### src/rtl/alu_issue_arbiter_if.sv
// Issue-side and writeback-side handshake bundle for alu_issue_arbiter.
// The arbiter connects through the slave modport; the issue/writeback side uses the master modport.
interface alu_issue_arbiter_if #(
  parameter int unsigned WIDTH = 32,
  parameter int unsigned TAGW  = 5
) ();
  logic             req0_valid;
  logic             req0_ready;
  logic [3:0]       req0_ctrl;
  logic [WIDTH-1:0] req0_a;
  logic [WIDTH-1:0] req0_b;
  logic [TAGW-1:0]  req0_tag;

  logic             req1_valid;
  logic             req1_ready;
  logic [3:0]       req1_ctrl;
  logic [WIDTH-1:0] req1_a;
  logic [WIDTH-1:0] req1_b;
  logic [TAGW-1:0]  req1_tag;

  logic             res_valid;
  logic             res_ready;
  logic             res_slot;
  logic [TAGW-1:0]  res_tag;
  logic [WIDTH-1:0] res_data;
  logic             res_zero;
  logic             busy;

  modport slave (
    input  req0_valid, req0_ctrl, req0_a, req0_b, req0_tag,
    output req0_ready,
    input  req1_valid, req1_ctrl, req1_a, req1_b, req1_tag,
    output req1_ready,
    input  res_ready,
    output res_valid, res_slot, res_tag, res_data, res_zero, busy
  );

  modport master (
    output req0_valid, req0_ctrl, req0_a, req0_b, req0_tag,
    input  req0_ready,
    output req1_valid, req1_ctrl, req1_a, req1_b, req1_tag,
    input  req1_ready,
    output res_ready,
    input  res_valid, res_slot, res_tag, res_data, res_zero, busy
  );
endinterface

### src/rtl/alu_issue_arbiter.sv
// Round-robin share of one ALU between two issue slots, with a one-entry result register.
// Optional macro ALU_ARB_STATS_EN adds saturating grant/conflict counters.
module alu_issue_arbiter #(
  parameter int unsigned WIDTH = 32,
  parameter int unsigned TAGW  = 5
) (
  input logic                clk,
  input logic                rst,
  alu_issue_arbiter_if.slave bus
`ifdef ALU_ARB_STATS_EN
  ,
  output logic [15:0]        stat_grant0,
  output logic [15:0]        stat_grant1,
  output logic [15:0]        stat_conflict
`endif
);

  typedef enum logic [0:0] {StEmpty, StFull} state_e;

  state_e           state_q, state_d;
  logic             rr_ptr_q, rr_ptr_d;
  logic             res_slot_q;
  logic [TAGW-1:0]  res_tag_q;
  logic [WIDTH-1:0] res_data_q;

  logic             can_accept;
  logic             grant0, grant1;
  logic             accept;
  logic [3:0]       op_ctrl;
  logic [WIDTH-1:0] op_a, op_b;
  logic [TAGW-1:0]  op_tag;
  logic [WIDTH-1:0] alu_res;
  logic [31:0]      lui_val;

  assign can_accept = (state_q == StEmpty) | bus.res_ready;

  // Contested cycles follow rr_ptr; an uncontested valid always wins.
  assign grant1 = bus.req1_valid & (~bus.req0_valid | rr_ptr_q);
  assign grant0 = bus.req0_valid & ~grant1;

  assign bus.req0_ready = grant0 & can_accept & ~rst;
  assign bus.req1_ready = grant1 & can_accept & ~rst;
  assign accept         = bus.req0_ready | bus.req1_ready;

  assign op_ctrl = grant1 ? bus.req1_ctrl : bus.req0_ctrl;
  assign op_a    = grant1 ? bus.req1_a    : bus.req0_a;
  assign op_b    = grant1 ? bus.req1_b    : bus.req0_b;
  assign op_tag  = grant1 ? bus.req1_tag  : bus.req0_tag;
  assign lui_val = {op_b[15:0], 16'h0000};

  always_comb begin
    alu_res = '0;
    unique case (op_ctrl)
      4'b0000: alu_res = op_a & op_b;
      4'b0001: alu_res = op_a | op_b;
      4'b0010: alu_res = op_a + op_b;
      4'b0011: alu_res = {{(WIDTH-1){1'b0}}, ($signed(op_a) < $signed(op_b))};
      4'b0100: alu_res = op_a ^ op_b;
      4'b0101: alu_res = ~(op_a | op_b);
      4'b0110: alu_res = op_a - op_b;
      4'b0111: alu_res = WIDTH'(lui_val);
      4'b1000: alu_res = {{(WIDTH-1){1'b0}}, (op_a < op_b)};
      default: alu_res = '0;
    endcase
  end

  always_comb begin
    state_d  = state_q;
    rr_ptr_d = rr_ptr_q;
    if (accept) begin
      rr_ptr_d = ~grant1;
    end
    unique case (state_q)
      StEmpty: if (accept) state_d = StFull;
      StFull:  if (!accept && bus.res_ready) state_d = StEmpty;
      default: state_d = StEmpty;
    endcase
  end

  always_ff @(posedge clk or posedge rst) begin
    if (rst) begin
      state_q    <= StEmpty;
      rr_ptr_q   <= 1'b0;
      res_slot_q <= 1'b0;
      res_tag_q  <= '0;
      res_data_q <= '0;
    end else begin
      state_q  <= state_d;
      rr_ptr_q <= rr_ptr_d;
      if (accept) begin
        res_slot_q <= grant1;
        res_tag_q  <= op_tag;
        res_data_q <= alu_res;
      end
    end
  end

  assign bus.res_valid = (state_q == StFull);
  assign bus.res_slot  = res_slot_q;
  assign bus.res_tag   = res_tag_q;
  assign bus.res_data  = res_data_q;
  // Qualified by valid so the reset/empty value reads as not-zero.
  assign bus.res_zero  = (state_q == StFull) & (res_data_q == '0);
  assign bus.busy      = (state_q == StFull) & ~bus.res_ready;

`ifdef ALU_ARB_STATS_EN
  logic [15:0] stat_grant0_q, stat_grant1_q, stat_conflict_q;
  logic        conflict;

  assign conflict = bus.req0_valid & bus.req1_valid & can_accept;

  always_ff @(posedge clk or posedge rst) begin
    if (rst) begin
      stat_grant0_q   <= '0;
      stat_grant1_q   <= '0;
      stat_conflict_q <= '0;
    end else begin
      if (bus.req0_ready && stat_grant0_q != 16'hFFFF) stat_grant0_q <= stat_grant0_q + 16'd1;
      if (bus.req1_ready && stat_grant1_q != 16'hFFFF) stat_grant1_q <= stat_grant1_q + 16'd1;
      if (conflict && stat_conflict_q != 16'hFFFF) stat_conflict_q <= stat_conflict_q + 16'd1;
    end
  end

  assign stat_grant0   = stat_grant0_q;
  assign stat_grant1   = stat_grant1_q;
  assign stat_conflict = stat_conflict_q;
`endif

endmodule

### src/flat_wrapper.sv
// flat-port wrapper written by rule: the top's interface ports become plain ports
module alu_issue_arbiter_flat 
#(
  parameter int unsigned WIDTH = 32,
  parameter int unsigned TAGW  = 5
)
  (clk, rst, bus_req0_valid, bus_req0_ctrl, bus_req0_a, bus_req0_b, bus_req0_tag, bus_req0_ready, bus_req1_valid, bus_req1_ctrl, bus_req1_a, bus_req1_b, bus_req1_tag, bus_req1_ready, bus_res_ready, bus_res_valid, bus_res_slot, bus_res_tag, bus_res_data, bus_res_zero, bus_busy);
  alu_issue_arbiter_if #(.WIDTH(WIDTH), .TAGW(TAGW)) bus_i ();
  input logic clk;
  input logic rst;
  input wire logic [$bits(bus_i.req0_valid)-1:0] bus_req0_valid;
  input wire logic [$bits(bus_i.req0_ctrl)-1:0] bus_req0_ctrl;
  input wire logic [$bits(bus_i.req0_a)-1:0] bus_req0_a;
  input wire logic [$bits(bus_i.req0_b)-1:0] bus_req0_b;
  input wire logic [$bits(bus_i.req0_tag)-1:0] bus_req0_tag;
  output wire logic [$bits(bus_i.req0_ready)-1:0] bus_req0_ready;
  input wire logic [$bits(bus_i.req1_valid)-1:0] bus_req1_valid;
  input wire logic [$bits(bus_i.req1_ctrl)-1:0] bus_req1_ctrl;
  input wire logic [$bits(bus_i.req1_a)-1:0] bus_req1_a;
  input wire logic [$bits(bus_i.req1_b)-1:0] bus_req1_b;
  input wire logic [$bits(bus_i.req1_tag)-1:0] bus_req1_tag;
  output wire logic [$bits(bus_i.req1_ready)-1:0] bus_req1_ready;
  input wire logic [$bits(bus_i.res_ready)-1:0] bus_res_ready;
  output wire logic [$bits(bus_i.res_valid)-1:0] bus_res_valid;
  output wire logic [$bits(bus_i.res_slot)-1:0] bus_res_slot;
  output wire logic [$bits(bus_i.res_tag)-1:0] bus_res_tag;
  output wire logic [$bits(bus_i.res_data)-1:0] bus_res_data;
  output wire logic [$bits(bus_i.res_zero)-1:0] bus_res_zero;
  output wire logic [$bits(bus_i.busy)-1:0] bus_busy;
  assign bus_i.req0_valid = bus_req0_valid;
  assign bus_i.req0_ctrl = bus_req0_ctrl;
  assign bus_i.req0_a = bus_req0_a;
  assign bus_i.req0_b = bus_req0_b;
  assign bus_i.req0_tag = bus_req0_tag;
  assign bus_req0_ready = bus_i.req0_ready;
  assign bus_i.req1_valid = bus_req1_valid;
  assign bus_i.req1_ctrl = bus_req1_ctrl;
  assign bus_i.req1_a = bus_req1_a;
  assign bus_i.req1_b = bus_req1_b;
  assign bus_i.req1_tag = bus_req1_tag;
  assign bus_req1_ready = bus_i.req1_ready;
  assign bus_i.res_ready = bus_res_ready;
  assign bus_res_valid = bus_i.res_valid;
  assign bus_res_slot = bus_i.res_slot;
  assign bus_res_tag = bus_i.res_tag;
  assign bus_res_data = bus_i.res_data;
  assign bus_res_zero = bus_i.res_zero;
  assign bus_busy = bus_i.busy;
  alu_issue_arbiter #(.WIDTH(WIDTH), .TAGW(TAGW)) u_core (.clk(clk), .rst(rst), .bus(bus_i));
endmodule
### config.mk
export PLATFORM = sky130hd
export DESIGN_NAME = alu_issue_arbiter_flat
export DESIGN_NICKNAME = d
export VERILOG_FILES = /design/src/rtl/alu_issue_arbiter_if.sv /design/src/rtl/alu_issue_arbiter.sv /design/src/flat_wrapper.sv
export SDC_FILE = /design/constraint.sdc
export NUM_CORES = 1
export LEC_CHECK = 0
export BUFFER_PORTS_ARGS = -buffer_cell sky130_fd_sc_hd__buf_4
export CORE_MARGIN = 4
export CORE_UTILIZATION = 28
export CTS_CLUSTER_SIZE = 24
export DETAILED_ROUTE_END_ITERATION = 6
export PLACE_DENSITY = 0.61
export SYNTH_ARGS = -nofsm -noshare
export SYNTH_HDL_FRONTEND = slang
export SYNTH_SLANG_ARGS = --single-unit
### constraint.sdc
create_clock -name clk -period 5.25 [get_ports clk]
set_clock_uncertainty 0.05 [all_clocks]
set_input_delay 1.05 -clock clk [delete_from_list [all_inputs] [get_ports clk]]
set_output_delay 1.05 -clock clk [all_outputs]
set_load 0.01 [all_outputs]
==> flow_metrics.tcl <==
set metrics [dict create \
    cellLeakagePower_nw 5.32 \
    postSynth.asyncResetShare_pct 100 \
    clock_tree_root_buffer_cell "sky130_fd_sc_hd__clkbuf_16" \
    die_span_x_microns 176 \
    post_synth_inst_count 1146 \
    starting_density_pct 28.4 \
    worst-slew-pin-transition_ns 1.02 \
    post_route_cells_drive_above_1_share_pct 24.5 \
    buffer_ports.inserted 193 \
    detailedRoute.firstIterationViolations 918 \
    route.detailed.vias_per_inst 5.56 \
    rr_startpoint "u_core.rr_ptr_q$_DFFE_PP0P_" \
    run_status "finished clean" \
    data_arrival_time_of_the_worst_path_ns 5.09 \
    final.period_utilization_pct 94.5 \
    cp-start-kind "primary input" \
    hold_viol_final 0 \
    cp-end-kind "flip-flop" \
    globalRoute.totalOverflow 0 \
    cts.clk_slew.worst_paths_ns 0.07 \
    setup-violations-final 0 \
    gpl.final_weighted_congestion 0.987 \
    syn-num-nets 1400 \
    antenna-diode-count 0 \
    clock_path_buffers 2 \
    cts_tree "yes" \
    worstRegToRegCells 17 \
    die_h_microns 176 \
    n_fill_cell 2971 \
    drtAntennaViolNets 0 \
    synthDominantCellAreaShare_pct 16.1 \
    dp.final_hpwl_microns 30200 \
    clk-insertion-delay-late_ns 0.30 \
    max_freq_mhz 202 \
    core_area_sq_um 27700 \
    drc_errors 0 \
    final_critical_path_setup_slack_ns 0.291 \
    ctsHoldBuffers 0 \
    drv_slew 0 \
    syn-cell-area_sq_um 7860 \
    placementRows 61 \
    post_synth_most_frequent_cells "sky130_fd_sc_hd__nand2_1, sky130_fd_sc_hd__a21oi_1, sky130_fd_sc_hd__nor2_1" \
    grt_max_degree 41 \
    p_per_area_nw_per_um2 240 \
    critical_path_maximum_fanout 20 \
    tns_ns 0 \
    max-cap-violations 0 \
    routedWlPerCell_microns 20.9 \
    dieArea_sq_um 30800 \
    slew-limit-headroom_pct 31.9 \
    synth.largest_area_cell "sky130_fd_sc_hd__ha_1" \
    pre_cts_ws_ns -0.205 \
    routed-via-count 9870 \
    finish.net_count 1651 \
    worstReg2RegEnd "u_core.bus.res_data[0]$_DFFE_PP0P_" \
    yosys_warnings 0 \
    post_synth.cell_area_avg_sq_um 6.86 \
    synth.yosys.seq_area_share_pct 12.7 \
    critical_path.startpoint "bus_req0_valid" \
    crit_required_ns 5.38 \
    grt_antenna_before_repair 0 \
    grt_first_pass_wirelength_microns 55800 \
    most_numerous_cell_in_the_yosys_netlist "sky130_fd_sc_hd__nand2_1" \
    detail_route.first_pass.iterations 6 \
    cp-endpoint "u_core.bus.res_data[0]$_DFFE_PP0P_" \
    wl_microns 37100 \
    ys_types 75 \
    ir_drop_v 0.000121 \
    track_usage_pct 23.1 \
    yosys_most_used_dff "sky130_fd_sc_hd__dfrtp_1" \
    synth_enable_flop_cells 0 \
    setup.worst_path.class "in2reg" \
    synth-seq-cells 40 \
    finalCriticalPeriod_ns 4.96 \
    number_of_global_route_vias_before_repair 9572 \
    htree_num_levels 2 \
    setup_repair_after_global_routing_missed_its_margin "no" \
    syn2layout_area_growth_pct 35.1 \
    i_o_pin_total 194 \
    hold_start "u_core.bus.res_slot$_DFFE_PP0P_" \
    hold_path.class "reg2reg" \
    netlist_top_cells_area "sky130_fd_sc_hd__ha_1, sky130_fd_sc_hd__dfrtp_1, sky130_fd_sc_hd__nand2_1, sky130_fd_sc_hd__a21oi_1, sky130_fd_sc_hd__mux2i_1" \
    tritoncts_num_sinks 40 \
    cts-buffers-inserted 5 \
    reg2reg_slack_ns 0.75 \
]
-- worst max-delay path, stage by stage --
cell	delay, ns
sky130_fd_sc_hd__buf_4	0.08
sky130_fd_sc_hd__inv_1	0.08
sky130_fd_sc_hd__o21ai_4	0.18
sky130_fd_sc_hd__buf_4	0.15
sky130_fd_sc_hd__buf_4	0.24
sky130_fd_sc_hd__buf_4	0.29
sky130_fd_sc_hd__mux2i_1	0.31
sky130_fd_sc_hd__inv_1	0.10
sky130_fd_sc_hd__ha_1	0.43
sky130_fd_sc_hd__o21ai_0	0.24
sky130_fd_sc_hd__a21oi_1	0.10
sky130_fd_sc_hd__o21bai_1	0.36
sky130_fd_sc_hd__a21oi_1	0.13
sky130_fd_sc_hd__o41ai_1	0.46
sky130_fd_sc_hd__o21bai_1	0.24
sky130_fd_sc_hd__buf_4	0.16
sky130_fd_sc_hd__a21oi_1	0.07
sky130_fd_sc_hd__o211ai_1	0.31
sky130_fd_sc_hd__nand2_1	0.10
-- cell type report --
class,instances,area [sq um],share of cell area [%]
Clock buffer,5,125,1.18
Clock inverter,3,18.8,0.177
Inverter,94,353,3.32
Multi-Input combinational cell,943,6270,59.1
Sequential cell,40,1000,9.43
Tap cell,378,473,4.46
Timing Repair Buffer,313,2370,22.4
-- stage by stage --
stage                     utilization, %  std cells  instance area [sq um]  hold slack [ns]  power, mW
after floorplan                        -       1146                   7880            0.455       1.41
after global placement              37.7       1767                  10500            0.434       2.18
after detailed placement            37.7       1767                  10500            0.425       2.18
after CTS                           38.2       1775                  10600            0.445       2.52
after global routing                38.3       1776                  10600            0.487       2.72
final                               38.3       1776                  10600            0.445       2.55
-- registers in the layout, indices dropped and copies added, names as in the netlist --
name	flops
u_core.rr_ptr_q	1
u_core.bus.res_slot	1
u_core.bus.res_data	32
u_core.bus.res_tag	5
u_core.bus.res_valid	1
-- kinds of logic after synthesis --
| group | Yosys count | share of synthesized area, % |
|---|---|---|
| AND/OR/NAND/NOR | 413 | 23.4 |
| flip-flops | 40 | 12.7 |
| AO/OA/AOI/OAI | 364 | 31.2 |
| adder cells (fa/ha/maj) | 103 | 16.6 |
| buffers and inverters | 163 | 7.92 |
| multiplexers | 53 | 7.02 |
| XOR/XNOR | 10 | 1.11 |
-- placed cells by master, fill, tap and decap left out, drive strengths merged, types with 25 or more instances in the layout --
cell type	netlist	layout
dfrtp	40	40
a221oi	29	29
nor4	25	25
mux2i	45	45
inv	93	93
nor2	102	102
ha	101	101
a21oi	108	108
buf	12	313
o21ai	60	60
nand2	184	184
-- layer usage --
metal / wire (microns) / global-route usage [%]
met1: 15400 / 30.4
met2: 16300 / 37.1
met3: 3450 / 4.33
met5: 0 / 0
met4: 1910 / 10.4
-- where the power goes --
part           internal, mW  leakage [nW]  switching (mW)  total (mW)
combinational         0.750          4.72            1.04        1.79
clock                 0.176        0.0736           0.158       0.334
sequential            0.361         0.520          0.0633       0.424
total                  1.29          5.32            1.26        2.55
-- worst min path at each step --
stage / to / slack [ns] / cells past startpoint
after floorplan: u_core.rr_ptr_q$_DFFE_PP0P_ / 0.46 / 2
after global placement: u_core.bus.res_slot$_DFFE_PP0P_ / 0.43 / 1
after detailed placement: u_core.bus.res_slot$_DFFE_PP0P_ / 0.43 / 1
after CTS: u_core.bus.res_slot$_DFFE_PP0P_ / 0.44 / 1
after global routing: u_core.bus.res_slot$_DFFE_PP0P_ / 0.49 / 1
final: u_core.bus.res_slot$_DFFE_PP0P_ / 0.44 / 1
-- repair_timing --
item	in CTS	in global routing
buffers inserted	0	1
setup endpoints to repair	0	1
resized for setup	0	0
hold endpoints to repair	0	0
Power figures use the tool's default switching activity.
